===== src/rtl/gshare_bht.sv =====
// Gshare direction predictor: 2-bit counter PHT indexed by PC ^ speculative global history.
// Lookup is 0-cycle combinational, training/recovery land on the next edge; no backpressure.
module gshare_bht #(
    parameter int PC_WIDTH  = 13,
    parameter int GHR_WIDTH = 8,
    parameter int CNT_WIDTH = 16
) (
    input  logic                 clk,
    input  logic                 rst,
    input  logic                 lookup_valid,
    input  logic [PC_WIDTH-1:0]  lookup_pc,
    input  logic                 btb_hit,
    output logic                 predict_taken,
    output logic [GHR_WIDTH-1:0] lookup_ghr,
    input  logic                 update_valid,
    input  logic [PC_WIDTH-1:0]  update_pc,
    input  logic [GHR_WIDTH-1:0] update_ghr,
    input  logic                 update_taken,
    input  logic                 update_mispredict,
    output logic [CNT_WIDTH-1:0] mispredict_count
);
    localparam int ENTRIES = 1 << GHR_WIDTH;

    logic [1:0]           pht [ENTRIES];
    logic [GHR_WIDTH-1:0] ghr_spec;
    logic [GHR_WIDTH-1:0] idx_l;
    logic [GHR_WIDTH-1:0] idx_u;
    logic [1:0]           cnt_u;
    logic [1:0]           cnt_next;
    logic                 unused_pc_bits;

    // PC bits above the index alias by design.
    assign unused_pc_bits = ^{lookup_pc[PC_WIDTH-1:GHR_WIDTH], update_pc[PC_WIDTH-1:GHR_WIDTH]};

    assign idx_l         = lookup_pc[GHR_WIDTH-1:0] ^ ghr_spec;
    assign idx_u         = update_pc[GHR_WIDTH-1:0] ^ update_ghr;
    assign predict_taken = lookup_valid & btb_hit & pht[idx_l][1];
    assign lookup_ghr    = ghr_spec;

    always_comb begin
        cnt_u    = pht[idx_u];
        cnt_next = cnt_u;
        if (update_taken) begin
            if (cnt_u != 2'b11) cnt_next = cnt_u + 2'b01;
        end else begin
            if (cnt_u != 2'b00) cnt_next = cnt_u - 2'b01;
        end
    end

    always_ff @(posedge clk) begin
        if (rst) begin
            for (int i = 0; i < ENTRIES; i++) pht[i] <= 2'b01;
            ghr_spec         <= '0;
            mispredict_count <= '0;
        end else begin
            if (update_valid) pht[idx_u] <= cnt_next;
            // A mispredict means this cycle's fetch is wrong-path, so restore beats shift.
            if (update_valid && update_mispredict) begin
                ghr_spec         <= {update_ghr[GHR_WIDTH-2:0], update_taken};
                mispredict_count <= mispredict_count + 1'b1;
            end else if (lookup_valid && btb_hit) begin
                ghr_spec <= {ghr_spec[GHR_WIDTH-2:0], predict_taken};
            end
        end
    end
endmodule

===== config.mk =====
export PLATFORM = sky130hd
export DESIGN_NAME = gshare_bht
export DESIGN_NICKNAME = d
export VERILOG_FILES = /design/src/rtl/gshare_bht.sv
export SDC_FILE = /design/constraint.sdc
export NUM_CORES = 1
export LEC_CHECK = 0
export BUFFER_PORTS_ARGS = -buffer_cell sky130_fd_sc_hd__buf_2
export CORE_MARGIN = 8
export CORE_UTILIZATION = 55
export DETAILED_ROUTE_END_ITERATION = 16
export GPL_TIMING_DRIVEN = 0
export PLACE_DENSITY = 0.71
export SLEW_MARGIN = 40
export SYNTH_ARGS = -nofsm -noshare
export SYNTH_HDL_FRONTEND = slang
export SYNTH_SLANG_ARGS = --single-unit

===== constraint.sdc =====
create_clock -name clk -period 7.3 [get_ports clk]
set_input_delay 1.825 -clock clk [delete_from_list [all_inputs] [get_ports clk]]
set_output_delay 1.825 -clock clk [all_outputs]
set_load 0.05 [all_outputs]

Yosys cells after proc, flatten, opt, wreduce, memory -nomap -nowiden
Memories as Yosys holds them, arrays and structs flattened.
Index checks and enable logic that the tools add are counted.
{"block": "op_classes", "addsub": 3, "n_eq_ne": 1, "mux": 13, "bitwise_logic": 4, "n_reduce_logical": 5}
{"operator": "8-bit two-way mux", "n": 3}
{"operator": "16-bit by 1-bit adder with 16-bit output, second input constant", "n": 1}
{"operator": "8-bit XOR", "n": 2}
{"operator": "2-bit two-way mux", "n": 4}
{"operator": "1-bit two-way mux", "n": 6}
{"operator": "2-bit nonzero test", "n": 2}
{"operator": "2-bit by 1-bit adder with 2-bit output, second input constant", "n": 1}
{"operator": "1-bit bitwise AND", "n": 2}
{"operator": "1-bit logical AND", "n": 2}
{"operator": "2-bit != test, second input constant", "n": 1}
{"operator": "2-bit OR reduction", "n": 1}
{"operator": "2-bit by 1-bit subtractor with 2-bit output, second input constant", "n": 1}
{"block": "totals", "ff_bits": 24, "mem_bits_rw": 512, "out_inout_bits": 25, "memories": 1}
{"name": "pht", "depth": 256, "width": 2, "read_ports": 2, "rd_clocked_by_memory_dff": 0, "write_ports": 256, "line": "24", "rtl": "logic [1:0] pht [ENTRIES];"}

Depth between registers and ports, before layout
Gate-level depths: netlist (run 1).
An unclocked memory read counts as a cell.
{"block": "depth", "ltp_word": 6, "ltp_mapped": 14, "depth_no_buf": 9}

Worst setup path after synthesis (run 1)
Ideal clock, no wire load.
{"block": "synth_path", "path_type": "input to output", "start": "input port lookup_pc[0]", "end": "output port predict_taken", "t_arrival_ps": 4540, "slack_ps": 935, "path_stages": 10, "n_path_buf": 2, "path_cell_list": "xor2_1 -> buf_2 -> buf_2 -> mux4_2 -> a22oi_1 -> a21oi_1 -> o21ai_0 -> o311ai_0 -> a31oi_1 -> nand2_1"}
{"block": "synth_between", "elab_chain_cells": 3}
{"element": "start, declared", "line": "11", "rtl": "input logic [PC_WIDTH-1:0] lookup_pc,"}
{"element": "8-bit XOR", "line": "35", "rtl": "assign idx_l = lookup_pc[GHR_WIDTH-1:0] ^ ghr_spec;"}
{"element": "memory 256 x 2 bit"}
{"element": "1-bit bitwise AND", "line": "37", "rtl": "assign predict_taken = lookup_valid & btb_hit & pht[idx_l][1];"}
{"element": "end, declared", "line": "13", "rtl": "output logic predict_taken,"}
No other way between the ends.

Final worst setup path (run 1)
{"block": "layout_path", "start": "input port lookup_pc[1]", "end": "output port predict_taken"}
The elaborated chain is that of the path after synthesis.

==> results of run 1 <==
-- state kept, by name (all words and copies together) (netlist names) --
register and count:
lookup_ghr 8, mispredict_count 16, pht 512
-- cell families (layout without fill, tap and decap cells) --
logic type / count (synthesis) / in the layout
other cells: 0 / 16
fa+ha+maj: 3 / 3
xor+xnor: 40 / 40
buf+inv: 247 / 436
mux: 198 / 198
simple gates: 1136 / 1136
compound gates: 213 / 213
flops: 536 / 536
-- per-stage QoR --
stage	worst slack (ns)	std cells
floorplan	0.935	2373
global placement	-1.81	3114
detailed placement	-0.770	3138
CTS	0.0973	3249
global route	0.0255	3250
finish	0.0496	3266
-- final cells by class --
class                   instances  area [µm²]  share of cell area
plain buffers                 245        1360              0.0410
repair buffers                 80         522              0.0158
multi-input cells            1590       12400               0.376
clock inverters                41         430              0.0130
diodes                         16        40.0             0.00121
clock buffers                  68        1550              0.0470
inverters                       2        7.51            0.000227
well taps                     688         861              0.0260
flip-flops and latches        536       15900               0.480
-- final timing paths --
kind / start / to / slack [ns] / depth (start not counted)
setup / recovery: lookup_pc[1] / predict_taken / 0.05 / 12
hold / removal: mispredict_count[1]$_SDFFE_PP0P_ / mispredict_count[1]$_SDFFE_PP0P_ / 0.50 / 2
hold reg to reg: mispredict_count[1]$_SDFFE_PP0P_ / mispredict_count[1]$_SDFFE_PP0P_ / 0.50 / 2
setup reg to reg: pht[47][1]$_SDFFCE_PN0P_ / pht[252][0]$_SDFFCE_PN1P_ / 2.92 / 10
-- placed cells by master (no fill, tap or decap), types with 70 or more instances in the layout --
cell,instances
mux4_2,186
nand2b_1,169
nand3_1,282
clkbuf_2,70
edfxtp_1,512
nor2_1,224
a21o_1,72
clkbuf_1,81
nand2_1,292
nor3_2,73
buf_2,116
-- worst register-to-register path: stages (launching register included) --
cell,delay [ns]
edfxtp_1,0.42
mux4_2,0.54
a22oi_1,0.23
a21oi_1,0.24
o41ai_1,0.75
and4_1,0.31
and4_4,0.24
maj3_2,0.21
buf_2,0.50
buf_2,0.47
nand3_1,0.16
-- layer usage --
| metal | GRT usage | up-vias | routed length, µm |
|---|---|---|---|
| li1 | - | 9258 | - |
| met1 | 0.558 | 12309 | 45500 |
| met2 | 0.627 | 2757 | 56000 |
| met3 | 0.230 | 756 | 25200 |
| met4 | 0.329 | 8 | 13800 |
| met5 | 0 | - | 86 |
-- cell usage after synthesis (6+ instances only) --
master / number / share of area
dfxtp_1: 24 / 0.016
a21oi_1: 24 / 0.0041
edfxtp_1: 512 / 0.53
nor4_1: 21 / 0.0045
a22oi_1: 34 / 0.0087
and3_1: 6 / 0.0013
buf_2: 60 / 0.010
mux4_2: 186 / 0.14
xor2_1: 21 / 0.0063
nor2_1: 240 / 0.031
o21ai_0: 6 / 0.0010
nand2b_1: 169 / 0.036
clkbuf_1: 147 / 0.019
a311oi_1: 9 / 0.0027
nor3_1: 22 / 0.0038
o21bai_1: 24 / 0.0062
nand3_1: 282 / 0.048
nand2_1: 292 / 0.038
nor3_2: 61 / 0.021
buf_4: 12 / 0.0031
buf_6: 24 / 0.0093
a21o_1: 72 / 0.019
xnor2_1: 18 / 0.0054
nand4_1: 12 / 0.0026
mux2i_1: 8 / 0.0027
nor4_2: 20 / 0.0086
a41oi_1: 14 / 0.0042
-- what timing repair did --
| action | 4_1_cts | 5_1_grt |
|---|---|---|
| pin swaps | 0 | 0 |
| setup endpoints to repair | 1 | 1 |
| gates resized for setup | 8 | 3 |
| setup buffers | 2 | 0 |
| endpoints found under the hold margin | 0 | 0 |
| hold buffers | 0 | 0 |
-- power by group through the flow --
| stage | clock network, mW | logic [mW] | registers, mW |
|---|---|---|---|
| after global placement | 0 | 1.94 | 3.53 |
| after detailed placement | 0 | 1.98 | 3.54 |
| after global routing | 3.22 | 2.11 | 3.48 |
| after CTS | 3.11 | 2.00 | 3.47 |
| after floorplan | 0 | 1.10 | 3.53 |
| final | 3.16 | 2.16 | 3.48 |
==> impl_metrics.toml, run 1 <==
[placement]
gp_congestion = 1.13
place_area_um2 = 30900
port_buffers = 53
place_hpwl_mm = 99.0

[clocking]
clock_path_buffers = 3
cts_tree = "done"
root_buffer = "clkbuf_16"
htreeDepth = 2
path_clk_slew_ns = 0.06
worst_skew_pair.late_latency_ns = 0.65
clock_sinks = 536
cts_buffers = 58

[die]
core-area_um2 = 52600
die_w_um = 246
die_h_um = 246
io_pins = 66
start_util = 0.556
rows = 84
die-area_um2 = 60700

[yosys]
synth_xor_area_frac = 0.0123
netlist_instances = 2373
synth_compound_gate_area_share = 0.0536
syn-mean-instance-area_um2 = 12.3
synthSimpleGateAreaFrac = 0.197
synth_adder_area_share = 0.00120
yosysWarnings = 0
ys_seq_area_frac = 0.543
synth_top_flop_cell = "edfxtp_1"
synth_enable_flop_cells = 512
synth_nets = 2415
synth_async_sr_flop_share = 0
ys_seq_elements = 536
synth_mux_area_frac = 0.150
synth_cell_type_count = 56
synth_top_family_by_area = "simple AND/OR/NAND/NOR gates"
syn_area_um2 = 29200

[timing]
fin_setup_tns_ns = 0
tightest_slew_ns = 1.01
slew_headroom = 0.323
finalCritPeriodShare = 0.993
finalHoldViolations = 0
rsz0062_at_grt = "false"
min_period_ns = 7.25
setup_violations = 0
finalMaxSlewViolations = 0
hold_ws_ns = 0.502
finClkSkew_ns = 0.0181
fmax_ghz = 0.138

[outcome]
outcome = "finished, final reports clean"

[route]
dr.pass1.iters = 8
antenna_left = 0
drtIter0Drc = 5037
wl_per_cell_um = 43.0
num_vias = 25088
via_per_inst = 7.68
drc = 0
detail_route.wirelength_mm = 141

[global_route]
grt_pass1_wl_mm = 190
antenna_found_initial = 12
grt_pass1_vias = 23665
grt_usage = 0.459
grt_remaining_overflow = 0
grt_max_degree = 15

[worst_setup_path]
path_delay_family = "buffers and inverters"
worstSetupStartpointType = "primary input"
critPathArrivalTime_ns = 5.43
critPathCaptureType = "output port"
cp.required_ns = 5.48
cp_slowest_cell = "clkbuf_2"
path_buf_inv = 4
crit_fanout = 10
criticalPathCategory = "primary input to output port"
path_cells = "buf_2 -> xor2_1 -> clkbuf_4 -> clkbuf_2 -> mux4_2 -> a22oi_1 -> nand2_1 -> a31oi_1 -> o311ai_1 -> a31oi_1 -> nand2_1 -> buf_2"
cpPeakStageDelay_ns = 0.55

[layout]
nFillCells = 4065
final_util = 0.629
final_layout_size_suffix_gt1_frac = 0.257
nNetsFinal = 2555
area_growth_pct = 13.2
postLayoutCellArea_um2 = 33100

[job]
cap_violations = 0

[power_and_ir_drop]
powerDensity_nw_per_um2 = 266
vdd_drop_max_v = 0.000207
power.switching_mw = 2.98
p_comb_frac = 0.246
swShare = 0.339
p_int_mw = 5.82
p_total_mw = 8.80
p_clk_frac = 0.359
pwr-share-seq = 0.395
p_leak_nw = 10.5

[hold_path]
hold_path.class = "register to register"
No activity file was read; power rests on OpenSTA's default activity.
==> inputs of run 2 (changes only) <==
--- a/config.mk
+++ b/config.mk
@@ -5,12 +5,12 @@
 export SDC_FILE = /design/constraint.sdc
 export NUM_CORES = 1
 export LEC_CHECK = 0
-export BUFFER_PORTS_ARGS = -buffer_cell sky130_fd_sc_hd__buf_2
 export CORE_MARGIN = 8
 export CORE_UTILIZATION = 55
 export DETAILED_ROUTE_END_ITERATION = 16
+export DONT_BUFFER_PORTS = 1
 export GPL_TIMING_DRIVEN = 0
-export PLACE_DENSITY = 0.71
+export PLACE_DENSITY_LB_ADDON = 0.1
 export SLEW_MARGIN = 40
 export SYNTH_ARGS = -nofsm -noshare
 export SYNTH_HDL_FRONTEND = slang
==> impl_metrics.toml, run 2 (synthesis results as in run 1) <==
[clocking]
htreeDepth = 2
clock_sinks = 536
worst_skew_pair.late_latency_ns = 0.65
cts_tree = "done"
root_buffer = "clkbuf_16"
path_clk_slew_ns = 0.06
clock_path_buffers = 3
postCtsHoldBufs = 0
cts_buffers = 57

[worst_setup_path]
cp_slowest_cell = "clkbuf_2"
cpPeakStageDelay_ns = 0.49
criticalPathCategory = "primary input to output port"
path_buf_inv = 2
crit_fanout = 10
path_cells = "xor2_1 -> clkbuf_2 -> clkbuf_4 -> mux4_2 -> a22oi_1 -> a21oi_1 -> o21ai_1 -> o311ai_0 -> a31oi_1 -> nand2_1"
critPathCaptureType = "output port"
path_delay_family = "compound AO/OA/AOI/OAI gates"
cp.required_ns = 5.48
worstSetupStartpointType = "primary input"
critPathArrivalTime_ns = 5.63
rrSetupSlack_ns = 2.73

[layout]
regMostFlops = "pht"
final_util = 0.621
layout_commonest_cell = "edfxtp_1"
final_cell_mix = "edfxtp_1, nand2_1, nand3_1"
postLayoutCellArea_um2 = 32600
layout.cells.non_filler = 3214
final_layout_size_suffix_gt1_frac = 0.238
nNetsFinal = 2508
largest_reg_flops = 512
area_growth_pct = 11.8

[power_and_ir_drop]
p_clk_frac = 0.338
p_int_mw = 5.54
p_comb_frac = 0.246
powerDensity_nw_per_um2 = 257
p_total_mw = 8.39
pwr-share-seq = 0.416
vdd_drop_max_v = 0.000189
swShare = 0.340
p_leak_nw = 10.2
power.switching_mw = 2.86

[placement]
port_buffers = 0
place_area_um2 = 30800
gp_congestion = 1.12
place_hpwl_mm = 96.9
dp_cells = 3093

[outcome]
violations = "setup timing"
outcome = "complete, but fails checks"

[global_route]
grt_pass1_vias = 23009
grt_max_degree = 20
antenna_found_initial = 9
grt_pass1_wl_mm = 185
grt_usage = 0.448
grt_remaining_overflow = 0

[route]
drtIter0Drc = 5228
num_vias = 24556
wl_per_cell_um = 42.9
antenna_left = 0
via_per_inst = 7.64
dr.pass1.iters = 7
detail_route.wirelength_mm = 138
drc = 0

[timing]
setup_violations = 1
finClkSkew_ns = 0.0323
fin_ws_ns = -0.151
fmax_ghz = 0.134
fin_setup_tns_ns = -0.151
min_period_ns = 7.45
tightest_slew_ns = 1.03
finalMaxSlewViolations = 0
slew_headroom = 0.310
finalHoldViolations = 0
finalCritPeriodShare = 1.02
rsz0062_at_grt = "false"

[die]
core-area_um2 = 52600
die-area_um2 = 60700
die_h_um = 246
io_pins = 66
rows = 84
start_util = 0.556
die_w_um = 246

[hold_path]
hold_path.class = "register to register"

[job]
cap_violations = 0
==> run 2: cell count changes in the layout (fill, tap and decap cells not counted), sizes merged <==
cell      previous run  this run
buf                179       132
clkinv              27        30
diode               16        15
inv                  3         2
clkinvlp             4         1
clkbuf             214       217
bufinv               9         3
==> run 2: power groups by stage <==
stage | Clock [mW] | Sequential [mW] | Combinational [mW]
2_1_floorplan | 0 | 3.53 | 1.10
3_3_place_gp | 0 | 3.55 | 1.86
3_5_place_dp | 0 | 3.55 | 1.91
4_1_cts | 2.79 | 3.49 | 1.91
5_1_grt | 2.89 | 3.50 | 2.02
6_report | 2.84 | 3.49 | 2.06
==> run 2: worst paths after layout <==
check	from	end	depth (start not counted)
worst min-delay path	mispredict_count[1]$_SDFFE_PP0P_	mispredict_count[1]$_SDFFE_PP0P_	2
worst max-delay path	lookup_pc[1]	predict_taken	10
worst max register to register	lookup_ghr[1]$_SDFFE_PP0P_	lookup_ghr[0]$_SDFFE_PP0P_	10
worst min register to register	mispredict_count[1]$_SDFFE_PP0P_	mispredict_count[1]$_SDFFE_PP0P_	2
==> run 2: area by class of cell <==
type                            count  area (µm²)
Antenna cell                       15        37.5
Buffer                            244        1350
Clock buffer                       70        1500
Clock inverter                     34         240
Fill cell                        4181       19900
Inverter                            2        7.51
Multi-Input combinational cell   1590       12400
Sequential cell                   536       15900
Tap cell                          688         861
Timing Repair Buffer               35         378
==> run 2: timing repair <==
action,in CTS,in global routing
gates resized for setup,7,1
setup endpoints to repair,1,1
pin swaps,0,0
buffers inserted,0,2
cloned,0,0
hold endpoints to repair,0,0
==> run 2: metal layers <==
| metal | track usage | up-vias | wire length (µm) |
|---|---|---|---|
| met1 | 0.550 | 12104 | 44300 |
| met3 | 0.205 | 674 | 25000 |
| met4 | 0.329 | 6 | 13100 |
| met5 | 0.00898 | - | 106 |
| met2 | 0.616 | 2629 | 55400 |
| li1 | - | 9143 | - |
==> run 2: worst register-to-register path: stages, from the launching register on <==
cell and delay [ns]:
dfxtp_1 0.77, xor2_1 0.48, clkbuf_2 0.49, clkbuf_4 0.49, mux4_2 0.39, a22oi_1 0.29, a21oi_1 0.16, o21ai_1 0.44
o311ai_0 0.45, a31oi_1 0.33, a311oi_1 0.14
==> run 2: stage by stage <==
stage	hold WS [ns]	worst slack, ns
6_report	0.750	-0.151
5_1_grt	0.790	0.0258
4_1_cts	0.749	0.00615
3_5_place_dp	0.741	-0.547
3_3_place_gp	0.730	-1.62
2_1_floorplan	0.699	0.935
